## src/rtl/hp_pkg.sv

```systemverilog
// hp_pkg: round-result codes, match states and result codes shared by the HP manager.
package hp_pkg;
    localparam logic [2:0] WL_NONE  = 3'b000;
    localparam logic [2:0] WL_MINE  = 3'b001;
    localparam logic [2:0] WL_ENEMY = 3'b010;
    localparam logic [2:0] WL_DRAW  = 3'b011;

    typedef enum logic [1:0] {
        ST_IDLE = 2'b00,
        ST_PLAY = 2'b01,
        ST_OVER = 2'b10
    } state_t;

    localparam logic [1:0] RES_NONE  = 2'b00;
    localparam logic [1:0] RES_MINE  = 2'b01;
    localparam logic [1:0] RES_ENEMY = 2'b10;
    localparam logic [1:0] RES_DRAW  = 2'b11;
endpackage

```

## src/rtl/hp_manager_wl_event_det.sv

```systemverilog
// wl_event_det: validates the round-result code and strobes once per 000 -> nonzero edge.
module wl_event_det
    import hp_pkg::*;
(
    input  logic       CLK,
    input  logic       RST,
    input  logic [2:0] wl,
    output logic       ev,
    output logic [2:0] code
);
    logic [2:0] prev;

    always_comb begin
        code = (wl == WL_MINE || wl == WL_ENEMY || wl == WL_DRAW) ? wl : WL_NONE;
        ev   = code != WL_NONE && prev == WL_NONE;
    end

    always_ff @(posedge CLK or negedge RST)
        if (!RST) prev <= WL_NONE;
        else      prev <= code;
endmodule

```

## src/rtl/hp_manager.sv

```systemverilog
// hp_manager: HP counters and idle/play/over match FSM driven by round results.
// Optional HP_COOLDOWN_EN adds a post-hit lockout of CD_CYC cycles.
module hp_manager
    import hp_pkg::*;
#(
    parameter int HP_W    = 4,
    parameter int HP_INIT = 5,
    parameter int DMG     = 1,
    parameter int CD_CYC  = 8
) (
    input  logic            CLK,
    input  logic            RST,
    input  logic [2:0]      WL_IN,
    input  logic            START,
    output logic [HP_W-1:0] MY_HP,
    output logic [HP_W-1:0] EN_HP,
    output logic [1:0]      STATE,
    output logic [1:0]      RESULT,
    output logic            HIT
);
    localparam logic [HP_W-1:0] INIT_V = HP_W'(HP_INIT);
    localparam logic [HP_W-1:0] DMG_V  = HP_W'(DMG);

    if (HP_INIT > 2**HP_W - 1 || DMG < 1 || CD_CYC < 0)
        $error("hp_manager: illegal parameter combination");

    state_t          st;
    logic            ev, cd_ok, acc, my_dmg, en_dmg;
    logic [2:0]      code;
    logic [HP_W-1:0] my_nx, en_nx;

    wl_event_det u_det (
        .CLK (CLK),
        .RST (RST),
        .wl  (WL_IN),
        .ev  (ev),
        .code(code)
    );

    always_comb begin
        my_dmg = code == WL_ENEMY || code == WL_DRAW;
        en_dmg = code == WL_MINE  || code == WL_DRAW;
        my_nx  = !my_dmg ? MY_HP : int'(MY_HP) <= DMG ? '0 : MY_HP - DMG_V;
        en_nx  = !en_dmg ? EN_HP : int'(EN_HP) <= DMG ? '0 : EN_HP - DMG_V;
        acc    = st == ST_PLAY && ev && cd_ok;
    end

`ifdef HP_COOLDOWN_EN
    localparam int CD_W = CD_CYC < 1 ? 1 : $clog2(CD_CYC + 1);
    logic [CD_W-1:0] cd;

    always_ff @(posedge CLK or negedge RST)
        if (!RST)                     cd <= '0;
        else if (st == ST_OVER && START) cd <= '0;
        else if (acc)                 cd <= CD_W'(CD_CYC);
        else if (cd != '0)            cd <= cd - CD_W'(1);

    assign cd_ok = cd == '0;
`else
    assign cd_ok = 1'b1;
`endif

    assign STATE = st;

    // the damaging update itself decides the transition to OVER and the winner
    always_ff @(posedge CLK or negedge RST)
        if (!RST) begin
            st     <= ST_IDLE;
            MY_HP  <= INIT_V;
            EN_HP  <= INIT_V;
            RESULT <= RES_NONE;
            HIT    <= 1'b0;
        end else begin
            HIT <= acc;
            if (acc) begin
                MY_HP <= my_nx;
                EN_HP <= en_nx;
                if (my_nx == '0 || en_nx == '0) begin
                    st     <= ST_OVER;
                    RESULT <= {my_nx == '0, en_nx == '0};
                end
            end else if (st == ST_IDLE && START) begin
                st <= ST_PLAY;
            end else if (st == ST_OVER && START) begin
                st     <= ST_PLAY;
                MY_HP  <= INIT_V;
                EN_HP  <= INIT_V;
                RESULT <= RES_NONE;
            end
        end
endmodule
```

## config.mk

```make
export PLATFORM = sky130hd
export DESIGN_NAME = hp_manager
export DESIGN_NICKNAME = d
export VERILOG_FILES = /design/src/rtl/hp_pkg.sv /design/src/rtl/hp_manager_wl_event_det.sv /design/src/rtl/hp_manager.sv
export SDC_FILE = /design/constraint.sdc
export NUM_CORES = 1
export LEC_CHECK = 0
export BUFFER_PORTS_ARGS = -buffer_cell sky130_fd_sc_hd__buf_2
export CAP_MARGIN = 15
export CORE_MARGIN = 3
export CORE_UTILIZATION = 44
export DETAILED_ROUTE_END_ITERATION = 12
export HOLD_SLACK_MARGIN = 0.12
export PLACE_DENSITY = 0.66
export SETUP_SLACK_MARGIN = 0.5
export SLEW_MARGIN = 10
export SYNTH_ARGS = -nofsm -noshare
export SYNTH_HDL_FRONTEND = slang
export SYNTH_SLANG_ARGS = --single-unit
```

## constraint.sdc

```tcl
create_clock -name CLK -period 2.4 [get_ports CLK]
set_input_delay 0.48 -clock CLK [delete_from_list [all_inputs] [get_ports CLK]]
set_output_delay 0.48 -clock CLK [all_outputs]
set_load 0.02 [all_outputs]
```

# [Yosys cells after proc, flatten, opt, wreduce, memory -nomap -nowiden]
# Cells that the tools add are included.
[totals] romBits=0 word_cells=56 ramBits=0 output_inout_bits=13 reg_bits=16 memories=0 latchBits=0 in_bits=6
[classes] n_div=0 n_mux=17 bitwise=0 add_sub_neg=2 reduce_logical=19 mul=0 shift=0 eq_ne=10 magnitude_cmp=2
[ops] op="$mux 4" n=8
[ops] op="$mux 2" n=8
[ops] op="$eq 3x2->1 const B" n=4
[ops] op="$le 4x1->1 const B" n=2
[ops] op="$logic_not 4->1" n=2
[ops] op="$sub 4x1->4 const B" n=2
[ops] op="$eq 3x1->1 const B" n=2
[ops] op="$reduce_bool 3->1" n=2
[ops] op="$logic_or 1x1->1" n=5
[ops] op="$logic_and 1x1->1" n=4
[ops] op="$reduce_and 2->1" n=2
[ops] op="$logic_not 3->1" n=1
[ops] op="$mux 3" n=1
[ops] op="$reduce_and 3->1" n=1
[ops] op="$eq 2x1->1 const B" n=1
[ops] op="$eq 2x2->1 const B" n=1
[ops] op="$logic_not 2->1" n=1
[ops] op="$ne 2x1->1 const B" n=1
[ops] op="$ne 2x2->1 const B" n=1
[ops] op="$reduce_bool 2->1" n=1

# [Longest topological paths before layout]
# Gate-level depths: netlist (run 1).
[logic_depth] word_depth=11 depth_mapped=7 depth_no_buf=7

# [Hierarchy]
# A second synthesis (run 1) with hierarchy kept.
[hier_totals] hier_cells=100 area_unflattened_um2=925.9
[by_module_without_submodules] module="hp_manager" cells_each=91 area_each_um2=808.3 instances=1
[by_module_without_submodules] module="wl_event_det" cells_each=9 area_each_um2=117.6 instances=1

# [Least setup slack after synthesis (run 1)]
# No wires, ideal clock.
[synth_path] path_type="register -> register" from="reg MY_HP[0]" to="reg RESULT[0]" required_time_ns=2.280 slack_ns=0.486 period_less_slack_ns=1.914 stages_incl_launch_ff=8 n_path_buf=0 arrival_time_ns=1.794 path_cell_list="dfstp_2 > inv_1 > ha_1 > nand3b_1 > mux2i_1 > o21ai_0 > or3_4 > a31o_1"
[synth_between] elab_chain_len=7 elab_cells_between_ends=8
[synth_rtl] element="from (decl)" line="hp_manager.sv:15" rtl="output logic [HP_W-1:0] MY_HP,"
[synth_rtl] element="from (signal assigned)" line="hp_manager.sv:76" rtl="MY_HP <= my_nx;"
[synth_rtl] element="$sub 4x1->4 or $le 4x1->1 (tied branches)" line="hp_manager.sv:43" rtl="my_nx = !my_dmg ? MY_HP : int'(MY_HP) <= DMG ? '0 : MY_HP - DMG_V;"
[synth_rtl] element="$mux 4" line="hp_manager.sv:43"
[synth_rtl] element="$mux 4 (*)" line="hp_manager.sv:43"
[synth_rtl] element="$logic_not 4->1 (*)" line="hp_manager.sv:78" rtl="if (my_nx == '0 || en_nx == '0) begin"
[synth_rtl] element="$logic_or 1x1->1 (*)" line="hp_manager.sv:78"
[synth_rtl] element="$ne 2x1->1 (no source line) (*)"
[synth_rtl] element="$reduce_and 3->1 (no source line) (*)"
[synth_rtl] element="to (signal assigned)" line="hp_manager.sv:80" rtl="RESULT <= {my_nx == '0, en_nx == '0};"
[synth_rtl] element="to (decl)" line="hp_manager.sv:18" rtl="output logic [1:0] RESULT,"
# Mark *: on every way between the ends. The rest lies on a longest branch, timed or not.
# A chain may end at the register's enable or synchronous reset.

# [Worst setup path in the final report (run 1)]
# Same ends and word-level chain as after synthesis.

==> impl_results.md, run 1 <==
* Status: completed
* Leakage Power at between 0.5 and 0.6 nW
* 1st-pass router iterations at 4
* Mean post-synth cell area at slightly below 10 sq um
* Die area at 2700 sq um
* Gate Count Post-Synth at between 90 and 100
* Worst hold-check path type: in -> reg
* Peak supply drop at 0.667 mV
* Synthesized cell area at 930 sq um
* Post-layout instance area at 1230 sq um
* P_sw at 0.586 mW
* Routed WL at 2.31 mm
* Number of antenna violations at the first check in global routing at 0
* Cts bufs inserted at 3
* Proportion of power drawn by flip-flops and latches at 0.333
* Total DRC errors in the routed layout at 0
* Register area share after synthesis at 0.436
* Number of flip-flops and latches in the synthesized netlist at 16
* Largest fanout on the critical path at 4
* Hold Violations, Final at 0
* Crit path setup slack, layout at between 400 and 500 ps
* Total routing usage reported by global routing at 0.182
* Leading cell type in the layout, fill and taps excluded: sky130_fd_sc_hd__buf_2
* CP endpoint kind: flip-flop
* Final HPWL DP at around 1.5 mm
* Unrepaired setup endpoints after global routing: yes
* Placed cell areas at 1050 sq um
* Count of flip-flops with a built-in enable after synthesis at 0
* Clock root cell: sky130_fd_sc_hd__clkbuf_4
* Number of nets in the synthesized netlist at approximately 100
* Most frequent cells in the layout: 18 x sky130_fd_sc_hd__buf_2, 12 x sky130_fd_sc_hd__dfrtp_1, 7 x sky130_fd_sc_hd__inv_1, 7 x sky130_fd_sc_hd__o21ai_0
* Crit share post-route at 0.803
* Maximum count of clock buffers along a single path at 2
* 1st-iter DRT viols at 17
* Headroom to the max-slew limit at 0.656
* Number of placed I/O pins at 19
* Power consumption at 1.42 mW
* Worst clock skew at 1.13 ps
* Final Wtd Congestion at 0.855
* Fmax at 0.519 GHz
* Area of the core region at 1980 sq um
* Worst setup SP type: flip-flop
* Number of global-route vias before repair at about 840
* Final-report max-slew violation count at 0
* Worst setup slack after placement at between 400 and 500 ps
* Combinational fraction of design power at 0.540
* Fraction of post-synthesis cell area in the top cell type by area at 0.323
* Number of cell rows at 16
* Power share of the clock group at 0.127
* Switching portion of total power at 0.414
* Total number of H-tree levels at 1
* CTS tree: done
* Clock latency of the later-clocked register in the worst-skew pair at 280 ps
* Clock transition at the register clock pins on the worst setup and hold paths after CTS at ~100 ps
* Power density over the cells at 1160 nW/um^2
* Leading post-synthesis cells by cell area: sky130_fd_sc_hd__dfrtp_1 32%, sky130_fd_sc_hd__dfstp_2 11%, sky130_fd_sc_hd__ha_1 5.4%
* Count of input and output buffers at 18
* Setup tns final at 0 ps
* DR vias at 842
* Critical Path RT at around 2600 ps
* Count of warnings emitted by yosys at 0
* WP data arrival at roughly 2100 ps
* Routed WL per cell at 15.1 microns
* Die outline width at a little over 50 microns
* Async set-or-reset flop fraction in the synthesized netlist at 1.00
* Initial cell density of the core at 0.469
* Number of distinct library cells after synthesis at 34
* Final layout net count at 137
* Top FF cell, synth: sky130_fd_sc_hd__dfrtp_1
* Sink count of the clock tree at 16
* Layout cell share with drive strength beyond 1 at 0.421
* Ant diodes at 0
* Area growth from synthesis to final layout at 31.9%
* Worst slew pin tran at 513 ps
* Internal power summed over all cells at 0.831 mW
* Core utilization of the finished layout at 0.619
* Global-route wire length before repair at 3.68 mm
* Vias per inst at between 5 and 6
* Post-synthesis cell type with the largest combined area: sky130_fd_sc_hd__dfrtp_1
* Post-route antenna net violation count at 0
* Final critical path time including I/O delays and setup at 1930 ps
* Total global routing overflow at 0
* Worst setup path category: reg -> reg
* Final setup violating endpoints at 0
* Largest net degree at the start of global routing at 17
* Count of max-cap constraint violations at 0
* Overall die height at 52.0 microns
## final timing paths
check / start / endpoint / slack, ps / depth (start not counted)
setup / recovery: MY_HP[0]$_DFFE_PN1P_ / RESULT[0]$_DFFE_PN0P_ / 470 / 7
hold / removal: START / STATE[0]$_DFFE_PN0P_ / 480 / 2
setup reg to reg: MY_HP[0]$_DFFE_PN1P_ / RESULT[0]$_DFFE_PN0P_ / 470 / 7
hold reg to reg: RESULT[0]$_DFFE_PN0P_ / RESULT[0]$_DFFE_PN0P_ / 530 / 1
max in group asynchronous: RST / MY_HP[2]$_DFFE_PN1P_ / 1450 / 2
min in group asynchronous: RST / EN_HP[3]$_DFFE_PN0P_ / 630 / 2
## final cells by class
cell class	instances	area, sq um
Sequential cell	16	405
Inverter	8	30.0
Multi-Input combinational cell	69	531
Timing Repair Buffer	29	190
Tap cell	27	33.8
Clock buffer	4	36.3
Fill cell	165	756
## critical path, cell delays in order, from the launching register on
cell,delay [ps]
sky130_fd_sc_hd__dfstp_2,580
sky130_fd_sc_hd__inv_2,50
sky130_fd_sc_hd__ha_4,150
sky130_fd_sc_hd__nand3b_1,100
sky130_fd_sc_hd__mux2i_1,270
sky130_fd_sc_hd__o21ai_1,100
sky130_fd_sc_hd__or3_4,400
sky130_fd_sc_hd__a31o_1,180
## state kept, by name, summed over array words and instances, names as in the netlist
name / count
HIT: 1
STATE: 2
u_det.prev: 3
EN_HP: 4
RESULT: 2
MY_HP: 4
## kinds of logic (layout without fill, tap and decap cells)
family | count (synthesis) | in the layout | synth area share
compound gates | 24 | 24 | 0.171
other cells | 1 | 1 | 0.00403
flops | 16 | 16 | 0.436
fa+ha+maj | 4 | 4 | 0.0538
simple gates | 38 | 38 | 0.276
buf+inv | 9 | 41 | 0.0377
mux | 2 | 2 | 0.0215
## cells in the mapped netlist, types with 2 or more instances
library cell and n:
sky130_fd_sc_hd__dfrtp_1 12, sky130_fd_sc_hd__inv_1 8, sky130_fd_sc_hd__o21ai_0 8, sky130_fd_sc_hd__nor2_1 7
sky130_fd_sc_hd__a21oi_1 6, sky130_fd_sc_hd__nand2_1 6, sky130_fd_sc_hd__dfstp_2 4, sky130_fd_sc_hd__ha_1 4
sky130_fd_sc_hd__nand3_1 4, sky130_fd_sc_hd__nor3_1 3, sky130_fd_sc_hd__a31oi_1 2, sky130_fd_sc_hd__mux2i_1 2
sky130_fd_sc_hd__nand2b_1 2, sky130_fd_sc_hd__nand3b_1 2, sky130_fd_sc_hd__nor4_1 2, sky130_fd_sc_hd__o31a_1 2
sky130_fd_sc_hd__o31ai_1 2, sky130_fd_sc_hd__or2_2 2
## stage by stage
step	hold slack [ps]	cells
floorplan	184	94
global placement	417	138
detailed placement	415	138
CTS	469	151
global route	477	153
finish	480	153
## layer usage
metal  vias up  part of all wire  global-route usage
met3         6             0.040              0.0401
met5         -                 0                   0
met2        28              0.49               0.295
li1        404                 -                   -
met4         0             0.016              0.0611
met1       404              0.46               0.237
## power by group through the flow
stage	sequential, mW	clock (mW)	combinational, mW
after detailed placement	0.484	0	0.520
after global routing	0.485	0.194	0.837
after global placement	0.479	0	0.509
after floorplan	0.569	0	0.277
after CTS	0.459	0.181	0.649
final	0.472	0.180	0.766
## what timing repair did
action / in CTS / in global routing
gates resized for setup: 1 / 13
buffers inserted: 8 / 2
gates cloned: 0 / 0
hold buffers: 1 / 0
pin swaps: 0 / 5
hold endpoints to repair: 12 / 0
setup endpoints to repair: 1 / 4
Note: power is estimated with default switching activity, not from simulation.
==> run 2, diff against run 1 <==
--- a/config.mk
+++ b/config.mk
@@ -5,6 +5,7 @@
 export SDC_FILE = /design/constraint.sdc
 export NUM_CORES = 1
 export LEC_CHECK = 0
+export ABC_AREA = 1
 export BUFFER_PORTS_ARGS = -buffer_cell sky130_fd_sc_hd__buf_2
 export CAP_MARGIN = 15
 export CORE_MARGIN = 3
==> constraint.sdc (replaced) <==
create_clock -name CLK -period 1.8 [get_ports CLK]
set_input_delay 0.36 -clock CLK [delete_from_list [all_inputs] [get_ports CLK]]
set_output_delay 0.36 -clock CLK [all_outputs]
set_load 0.02 [all_outputs]
==> impl_results.md, run 2 <==
* 1st-iter DRT viols at 8
* 1st-pass router iterations at 5
* Final setup violating endpoints at 0
* Number of cell rows at 16
* Final HPWL DP at 1.56 mm
* Worst hold-check path type: in -> reg
* Crit share post-route at 0.924
* Power consumption at 2.12 mW
* Placed cell areas at 1170 sq um
* Peak supply drop at 0.866 mV
* Cts bufs inserted at 3
* Global-route wire length before repair at 3.76 mm
* Sink count of the clock tree at 16
* Count of flip-flops with a built-in enable after synthesis at 0
* Total number of H-tree levels at 1
* Initial cell density of the core at 0.489
* Largest fanout on the critical path at 3
* Die outline width at 54.1 microns
* Worst setup slack after placement at roughly 120 ps
* Number of distinct library cells after synthesis at 22
* Worst setup SP type: flip-flop
* Most frequent cells in the layout: 25 x sky130_fd_sc_hd__nand2_1, 14 x sky130_fd_sc_hd__inv_1, 13 x sky130_fd_sc_hd__buf_2
* Die area at 2920 sq um
* Clock transition at the register clock pins on the worst setup and hold paths after CTS at about 90 ps
* Power density over the cells at 1520 nW/um^2
* Overall die height at 54.1 microns
* Biggest registers after layout: EN_HP (4), MY_HP (4), u_det.prev (3)
* Leading cell type by number of instances after synthesis: sky130_fd_sc_hd__nand2_1
* Top cells by count, synth: 29 x sky130_fd_sc_hd__nand2_1, 20 x sky130_fd_sc_hd__inv_1, 12 x sky130_fd_sc_hd__dfrtp_1, 11 x sky130_fd_sc_hd__nand3_1, 8 x sky130_fd_sc_hd__nor2_1
* Worst clock skew at between 1.5 and 2 ps
* CTS tree: done
* Mean post-synth cell area at 8.01 sq um
* Origin of the critical flop-to-flop path: MY_HP[0]$_DFFE_PN1P_
* WP data arrival at 1830 ps
* DR vias at 926
* Number of global-route vias before repair at 863
* Critical path startpoint: MY_HP[0]$_DFFE_PN1P_
* Number of flip-flops and latches in the synthesized netlist at 16
* Worst setup path category: reg -> reg
* Number of antenna violations at the first check in global routing at 0
* Layout Cells excl Fill at 187
* Total global routing overflow at 0
* Synthesized cell area at a little over 1000 sq um
* Area growth from synthesis to final layout at 36.5%
* Final layout net count at 172
* Total routing usage reported by global routing at 0.183
* Final Wtd Congestion at 0.851
* Largest net degree at the start of global routing at 17
* Count of max-cap constraint violations at 0
* Count of input and output buffers at 18
* Status: completed
* Leading cell type in the layout, fill and taps excluded: sky130_fd_sc_hd__nand2_1
* Worst slack on hold paths at between 300 and 400 ps
* Crit path setup slack, layout at around 140 ps
* Critical Path RT at 1970 ps
* Routed WL per cell at between 10 and 15 microns
* CP endpoint kind: flip-flop
* Async set-or-reset flop fraction in the synthesized netlist at 1.00
* Total DRC errors in the routed layout at 0
* Leading post-synthesis cells by cell area: sky130_fd_sc_hd__dfrtp_1 30%, sky130_fd_sc_hd__nand2_1 11%, sky130_fd_sc_hd__dfstp_2 10%
* Leakage Power at about 0.70 nW
* Routed WL at between 2 and 2.5 mm
* Clock root cell: sky130_fd_sc_hd__clkbuf_4
* Placed cell count at 172
* Layout cell share with drive strength beyond 1 at 0.506
* Top FF cell, synth: sky130_fd_sc_hd__dfrtp_1
* Final critical path time including I/O delays and setup at ~1700 ps
* Ant diodes at 0
* Number of filler instances in the final layout at 184
* Gate Count Post-Synth at roughly 130
* Hold Violations, Final at 0
* Core utilization of the finished layout at 0.667
* Clock latency of the later-clocked register in the worst-skew pair at ~280 ps
* Fraction of post-synthesis cell area in the top cell type by area at 0.295
* Maximum count of clock buffers along a single path at 2
* Post-route antenna net violation count at 0
* Post-layout instance area at roughly 1400 sq um
* Area of combinational cells with multiple inputs at 602 sq um
* Number of placed I/O pins at 19
* Fmax at 0.601 GHz
* Hold Crit Start: WL_IN[2]
* Unrepaired setup endpoints after global routing: yes
* Number of nets in the synthesized netlist at 137
* Register area share after synthesis at 0.399
* Final-report max-slew violation count at 0
* Combined flip-flop and latch cell area at 407 sq um
* Area of the core region at 2080 sq um
* Vias per inst at around 5.0
* Setup tns final at 0 ps
* Count of warnings emitted by yosys at 0
* Post-synthesis cell type with the largest combined area: sky130_fd_sc_hd__dfrtp_1
[run 2: cell types whose count changed after synthesis, moves of 5 or more]
cell / before / now
sky130_fd_sc_hd__o21ai_0: 8 / 3
sky130_fd_sc_hd__nand2_2: 0 / 6
sky130_fd_sc_hd__inv_1: 8 / 20
sky130_fd_sc_hd__nand3_1: 4 / 11
sky130_fd_sc_hd__nand2_1: 6 / 29
sky130_fd_sc_hd__o22ai_1: 0 / 5
sky130_fd_sc_hd__a21oi_1: 6 / 0
[run 2: what timing repair did]
| item | CTS | global route |
|---|---|---|
| gates resized for setup | 21 | 10 |
| setup buffers | 7 | 4 |
| endpoints found under the setup margin | 15 | 18 |
| pin swaps | 10 | 5 |
| hold buffers | 1 | 0 |
| hold endpoints to repair | 12 | 0 |
[run 2: layout make-up]
cell class              count  area share
repair buffers             30       0.162
inverters                  25      0.0712
well taps                  27      0.0243
flip-flops and latches     16       0.293
multi-input cells          86       0.433
clock buffers               3      0.0162
[run 2: report_power, final]
part / internal (mW) / switching, mW
Combinational: 0.561 / 0.747
Sequential: 0.504 / 0.124
Clock: 0.0775 / 0.103
Total: 1.14 / 0.975
[run 2: path summary, 6_finish.rpt]
check,cells past startpoint,slack (ps),end
setup / recovery,13,140,STATE[1]$_DFFE_PN0P_
setup reg to reg,13,140,STATE[1]$_DFFE_PN0P_
min in group asynchronous,2,520,EN_HP[1]$_DFFE_PN0P_
max in group asynchronous,2,970,MY_HP[2]$_DFFE_PN1P_
hold reg to reg,2,470,RESULT[1]$_DFFE_PN0P_
hold / removal,2,330,u_det.prev[1]$_DFF_PN0_
[run 2: cells by family after synthesis]
| logic type | share of synthesized area |
|---|---|
| buffers and inverters | 0.0947 |
| other | 0.00369 |
| AOI/OAI and AO/OA | 0.0898 |
| and+or+nand+nor | 0.364 |
| adders and majority gates | 0.0492 |
| DFF | 0.399 |
[run 2: worst max-delay path, cell delays in order (launching register included)]
cell,delay [ps]
sky130_fd_sc_hd__dfstp_2,570
sky130_fd_sc_hd__inv_2,50
sky130_fd_sc_hd__ha_4,160
sky130_fd_sc_hd__inv_2,60
sky130_fd_sc_hd__nand2_2,70
sky130_fd_sc_hd__nand2_1,80
sky130_fd_sc_hd__nand2_2,60
sky130_fd_sc_hd__nand2_2,100
sky130_fd_sc_hd__nor2_4,50
sky130_fd_sc_hd__nand3_2,60
sky130_fd_sc_hd__nand3_2,70
sky130_fd_sc_hd__buf_4,140
sky130_fd_sc_hd__nand3_2,50
sky130_fd_sc_hd__nand2_1,50
[run 2: metal layers]
| metal | GRT usage | vias up | share of wire |
|---|---|---|---|
| li1 | - | 471 | - |
| met1 | 0.216 | 438 | 0.43 |
| met2 | 0.329 | 13 | 0.53 |
| met3 | 0.0249 | 4 | 0.031 |
| met4 | 0.0788 | 0 | 0.012 |
| met5 | 0 | - | 0 |
